==> src/rtl/mux_rr_scheduler.sv <==
// Round-robin scheduler for the 4-way alpha/beta/gamma/combine mux.
// It grants one requester per item, captures the mux result and holds it on a valid/ready port.
module mux_rr_scheduler #(
  parameter int W     = 8,
  parameter int BURST = 4
) (
  input  logic         clk,
  input  logic         nreset,
  input  logic [3:0]   req,
  output logic [3:0]   ack,
  output logic [1:0]   mux_sel,
  output logic         mux_cs,
  input  logic [W-1:0] mux_out,
  output logic [W-1:0] out_data,
  output logic         out_valid,
  input  logic         out_ready,
  output logic         busy
);

  localparam int CNT_W = (BURST < 1) ? 1 : $clog2(BURST + 1);
  localparam logic [CNT_W-1:0] BURST_C = CNT_W'(BURST);

  typedef enum logic [1:0] {IDLE, GRANT, HOLD} state_t;

  state_t           state, state_nxt;
  logic [1:0]       sel_nxt;
  logic [1:0]       last;
  logic [CNT_W-1:0] burst_cnt;
  logic [3:0]       others;

  // First set bit scanning from+1, from+2, from+3, then from itself.
  function automatic logic [1:0] rr_pick(input logic [3:0] r, input logic [1:0] from);
    logic [1:0] pick;
    pick = from;
    for (int k = 4; k >= 1; k--) begin
      if (r[from + 2'(k)]) pick = from + 2'(k);
    end
    return pick;
  endfunction

  // A repeat grant extends the burst; a full burst or a new winner restarts it at 1.
  function automatic logic [CNT_W-1:0] burst_next(input logic [CNT_W-1:0] cnt, input logic same);
    if (same && (cnt < BURST_C)) return cnt + CNT_W'(1);
    return CNT_W'(1);
  endfunction

  assign others = req & ~(4'b0001 << last);

  always_comb begin
    state_nxt = state;
    sel_nxt   = mux_sel;
    case (state)
      IDLE: begin
        if (|req) begin
          sel_nxt   = rr_pick(req, last);
          state_nxt = GRANT;
        end
      end
      GRANT: state_nxt = HOLD;
      HOLD: begin
        if (out_ready) begin
          if (req[last] && (burst_cnt < BURST_C)) begin
            sel_nxt   = last;
            state_nxt = GRANT;
          end else if (|others) begin
            sel_nxt   = rr_pick(others, last);
            state_nxt = GRANT;
          end else if (req[last]) begin
            sel_nxt   = last;
            state_nxt = GRANT;
          end else begin
            state_nxt = IDLE;
          end
        end
      end
      default: state_nxt = IDLE;
    endcase
  end

  always_ff @(posedge clk or negedge nreset) begin
    if (!nreset) begin
      state     <= IDLE;
      mux_sel   <= 2'd0;
      last      <= 2'd3;
      burst_cnt <= '0;
      out_data  <= '0;
      out_valid <= 1'b0;
    end else begin
      state   <= state_nxt;
      mux_sel <= sel_nxt;
      // capture stage: mux result lands in out_data the cycle after GRANT
      if (state == GRANT) begin
        out_data  <= mux_out;
        out_valid <= 1'b1;
        burst_cnt <= burst_next(burst_cnt, mux_sel == last);
        last      <= mux_sel;
      end else if ((state == HOLD) && out_ready) begin
        out_valid <= 1'b0;
      end
    end
  end

  assign mux_cs = (state == GRANT);
  assign ack    = mux_cs ? (4'b0001 << mux_sel) : 4'b0000;
  assign busy   = (state != IDLE);

endmodule

==> config.mk <==
export PLATFORM = sky130hd
export DESIGN_NAME = mux_rr_scheduler
export DESIGN_NICKNAME = d
export VERILOG_FILES = /design/src/rtl/mux_rr_scheduler.sv
export SDC_FILE = /design/constraint.sdc
export NUM_CORES = 1
export LEC_CHECK = 0
export BUFFER_PORTS_ARGS = -buffer_cell sky130_fd_sc_hd__buf_4
export CORE_MARGIN = 1
export CORE_UTILIZATION = 25
export CTS_CLUSTER_SIZE = 8
export DETAILED_ROUTE_END_ITERATION = 6
export GPL_ROUTABILITY_DRIVEN = 0
export GPL_TIMING_DRIVEN = 0
export SYNTH_ARGS = -nofsm -noshare
export SYNTH_HDL_FRONTEND = slang
export SYNTH_SLANG_ARGS = --single-unit
==> constraint.sdc <==
create_clock -name clk -period 3.62 [get_ports clk]
set_input_delay 0.362 -clock clk [delete_from_list [all_inputs] [get_ports clk]]
set_output_delay 0.362 -clock clk [all_outputs]
set_load 0.005 [all_outputs]
### Yosys cells after proc, flatten, opt, wreduce, memory -nomap -nowiden

Index checks and enable logic that the tools add are counted.
W data, S select, Z words.

| cells by class | value |
|---|---|
| add/sub/neg operators | 4 |
| magnitude comparators | 5 |
| eq/ne operators | 6 |
| shift operators | 2 |
| multiplexer cells | 39 |
| bitwise logic cells | 2 |
| reductions and logical operators | 11 |

Operators by type and width:

| operator | count |
|---|---|
| $mux W2 | 13 |
| $bmux W1 S2 | 7 |
| $mux W1 | 14 |
| $lt A2 B3 Y1 const B | 4 |
| $reduce_or A4 Y1 | 2 |
| $shl A1 B2 Y4 const A | 2 |
| $mux W3 | 2 |
| $pmux W2 S3 | 1 |
| $reduce_bool A2 Y1 | 3 |
| $add A2 B2 Y2 const B | 2 |
| $and A4 B4 Y4 | 1 |
| $mux W4 | 1 |
| $ne A2 B2 Y1 const B | 2 |
| $ne A4 B4 Y1 const B | 1 |
| $not A4 Y4 | 1 |
| $pmux W2 S2 | 1 |
| $reduce_and A4 Y1 | 1 |
| $add A3 B1 Y3 const B | 1 |
| $logic_and A1 B1 Y1 | 3 |
| $lt A3 B3 Y1 const B | 1 |
| $add A2 B1 Y2 const B | 1 |
| $eq A2 B1 Y1 const B | 1 |
| $eq A2 B2 Y1 | 1 |
| $eq A2 B2 Y1 const B | 1 |
| other kinds (2) | 2 |

| word-level totals | value |
|---|---|
| register bits | 18 |
| input port bits | 15 |
| output and inout bits | 17 |

### Logic depth before layout (Yosys ltp)

| depth | value |
|---|---|
| word-level depth | 12 |
| gate-level depth with buffers | 9 |
| gate-level depth less buffers | 8 |

### Worst setup path after synthesis

OpenSTA, ideal clock, no wires.

| timing | value |
|---|---|
| path type | register to register |
| from | register last[0] |
| to | register mux_sel[0] |
| arrival | 2310 ps |
| path slack | 1185 ps |
| cell stages (with the launch flop) | 10 |
| buffers on the path | 1 |
| clock period less this slack | 2435 ps |
| path through | dfstp_2 buf_6 inv_1 ha_1 or2b_1 mux4_2 a21oi_2 o32ai_2 xnor2_1 mux2_4 |

| between the ends | value |
|---|---|
| longest elaborated chain between the ends | 12 |
| elaborated cells on any way between the ends | 36 |
| classes of those cells | add/sub: 3; eq/ne: 1; shift: 1; mux: 26; bitwise: 2; reduce/logical: 3 |

Ends and longest elaborated chain:

| what | line | source |
|---|---|---|
| start, declared | 27 | `logic [1:0] last;` |
| start signal, assigned | 96 | `last <= mux_sel;` |
| branches (longest 12 deep; another with $add A2 B2 Y2) | n/a |  |
| end signal, assigned | 90 | `mux_sel <= sel_nxt;` |
| end, declared | 11 | `output logic [1:0] mux_sel,` |

Several ways; the timed one is not identified. The select of a mux whose other input is x is not followed.
A chain may end at the register's enable or synchronous reset.

### Final worst setup path

Same ends and word-level chain as after synthesis.

==> flow_summary.yaml <==
critical_path:
  slowest_delay_ps: 550
  critPathKind: "flip-flop to flip-flop"
  cp-start-kind: "flip-flop"
  cpMaxStageDelayCell: "dfstp_2"
  worstPathRequired_ps: 3750
  end_kind: "flip-flop"
  crit_arrival_ps: 2740
  crit_chain: "buf_6, inv_1, ha_1, or2b_1, mux4_2, a21oi_2, o32ai_2, xnor2_1, mux2_4"
  cp_max_fo: 7
  r2r_cells: 9
yosys:
  synth.area.top_cells: "dfrtp_1 (32%), nand2_1 (9.1%), mux4_1 (6.4%)"
  postSynthCellCount: 126
  yosys.area.top_type: "dfrtp_1"
  synth-main-ff-cell: "dfrtp_1"
  yosys_warnings: 0
  yosysTopAreaCellShare_pct: 32.4
  syn_nets: 146
  ys_types: 40
  syn_area_sq_um: 1240
  async_flop_share_pct: 100
  ys_seq_area_share_pct: 36.6
  syn_area_per_cell_sq_um: 9.82
  synth-seq-cells: 18
  synth_edf_count: 0
grt:
  grt_pass1_vias: 1007
  gr-total-overflow: 0
  antenna_found_initial: 0
  grt_pass1_wl_mm: 4.83
  grtUsageTotal_pct: 11.7
  grt_max_degree: 19
clocking:
  clock_tree.root_cell: "clkbuf_8"
  cts.sinks: 18
  clockBufferDepth: 2
  clk_latency_ps: 250
  post_cts_buffers: 0
  clk_pin_slew_ps: 60
  cts_tree: "done"
  htree_levels: 1
  cts_buffers: 3
finish:
  fin_util_pct: 34.1
  fillers: 527
  final_common_cell: "buf_4"
  mostFrequentLayoutCells: "buf_4 (31), nand2_1 (30), dfrtp_1 (16)"
  multi_input_area_sq_um: 731
  drive_gt1_share_pct: 34.6
  final-seq-area_sq_um: 453
  n_antenna_cell: 0
  fin_nets: 183
  area_delta_synth_final_pct: 30.8
detailed_routing:
  vias_per_cell: 4.62
  drtIter0Drc: 42
  drcViolationCount: 0
  num_vias: 1058
  drt_pass1_iterations: 4
  wirelength_mm: 2.76
  antenna_left: 0
  wire_per_inst_um: 12.1
floorplanning:
  fp.coreArea_sq_um: 4750
  die-area_sq_um: 5240
  die_w_um: 72.4
  start_util_pct: 26.0
  dieHeight_um: 72.4
  rows: 25
  boundaryPins: 32
worst_hold_path:
  whs_path_depth: 3
  hp-class: "primary input to flip-flop"
timing:
  clock_skew_ps: 3.24
  fin_crit_sh_pct: 71.9
  slew_violations: 0
  tns_ps: 0
  hold_viol: 0
  setup_viol: 0
  max_slew_margin_pct: 68.3
  post-route-min-period_ps: 2600
  max_freq_ghz: 0.384
  grt_setup_unrepaired: "false"
  tightest_slew_ps: 476
pwr:
  power_density_nw_per_um2: 865
  power_w: 0.00140
  vdd_drop_max_mv: 0.317
  p_leak_nw: 0.747
flow_run:
  max_cap_viol_count: 0
place:
  io_buffers: 31
  dp.final_hpwl_mm: 2.09
status:
  status: "completed"
## cells by family after synthesis
kind of cell | Yosys count | share of synthesized area (%)
buf+inv | 10 | 4.35
flops | 18 | 36.6
simple gates | 57 | 22.9
fa+ha+maj | 5 | 5.06
mux | 8 | 14.0
compound gates | 25 | 15.1
xor+xnor | 3 | 2.12
## through the flow
| step | hold WS [ps] | setup slack [ps] | instance area [sq um] | std cells |
|---|---|---|---|---|
| global placement | 246 | 1010 | 1550 | 224 |
| finish | 297 | 1020 | 1620 | 229 |
| detailed placement | 241 | 1010 | 1550 | 224 |
| floorplan | 66.4 | 1190 | 1240 | 126 |
| CTS | 291 | 998 | 1620 | 229 |
| global route | 295 | 890 | 1620 | 229 |
## worst paths after layout
kind	slack (ps)	start	to
worst max-delay path	1020	last[0]	mux_sel[0]
worst min-delay path	300	mux_out[1]	out_data[1]
worst max register to register	1020	last[0]	mux_sel[0]
worst min register to register	470	burst_cnt[0]	burst_cnt[0]
max in group asynchronous	2850	nreset	last[1]
min in group asynchronous	520	nreset	state[0]
## layer usage
| layer | up-vias | GRT usage (%) | routed length [um] |
|---|---|---|---|
| met4 | 0 | 1.31 | 7 |
| li1 | 527 | - | - |
| met1 | 503 | 15.7 | 1250 |
| met5 | - | 0 | 0 |
| met2 | 26 | 19.2 | 1380 |
| met3 | 2 | 3.47 | 128 |
## sequential cells by signal (all words and copies together), names as in the netlist
name and count:
burst_cnt 3, last 2, mux_sel 2, out_data 8, out_valid 1, state 2
## cells in the mapped netlist, types with 2 or more instances
cell type / count
o21ai_0: 4
o311ai_0: 2
nand2_1: 30
nand2b_1: 4
inv_1: 5
mux4_2: 3
dfstp_2: 2
nor2b_1: 3
a21oi_1: 6
xor2_1: 2
a22o_1: 2
mux4_1: 3
nor2_1: 5
a31oi_1: 2
buf_6: 2
o221ai_1: 3
ha_1: 5
nor4_1: 3
and2b_2: 3
nor3_1: 2
dfrtp_1: 16
## critical path: cells and delay by family, from the launching register on
kind / cells / cell delay [ps]
AO/OA/AOI/OAI: 2 / 270
buffers and inverters: 2 / 270
flip-flops: 1 / 550
multiplexers: 2 / 740
AND/OR/NAND/NOR: 1 / 250
XOR/XNOR: 1 / 150
adder cells (fa/ha/maj): 1 / 250
## what timing repair did
item,4_1_cts,5_1_grt
hold buffers,1,0
endpoints found under the hold margin,16,0
resized for setup,0,0
## report_power, final
group / total (W) / internal [W] / switching (W)
Clock: 0.000158 / 0.0000964 / 0.0000613
Combinational: 0.000850 / 0.000439 / 0.000411
Sequential: 0.000392 / 0.000306 / 0.0000859
## final cells by class
cell class	instances	area share, %
Tap cell	67	5.18
Clock buffer	4	3.40
Inverter	5	1.16
Multi-Input combinational cell	98	45.1
Buffer	5	2.16
Sequential cell	18	28.0
Timing Repair Buffer	32	15.0
(Power assumes the default switching activity.)
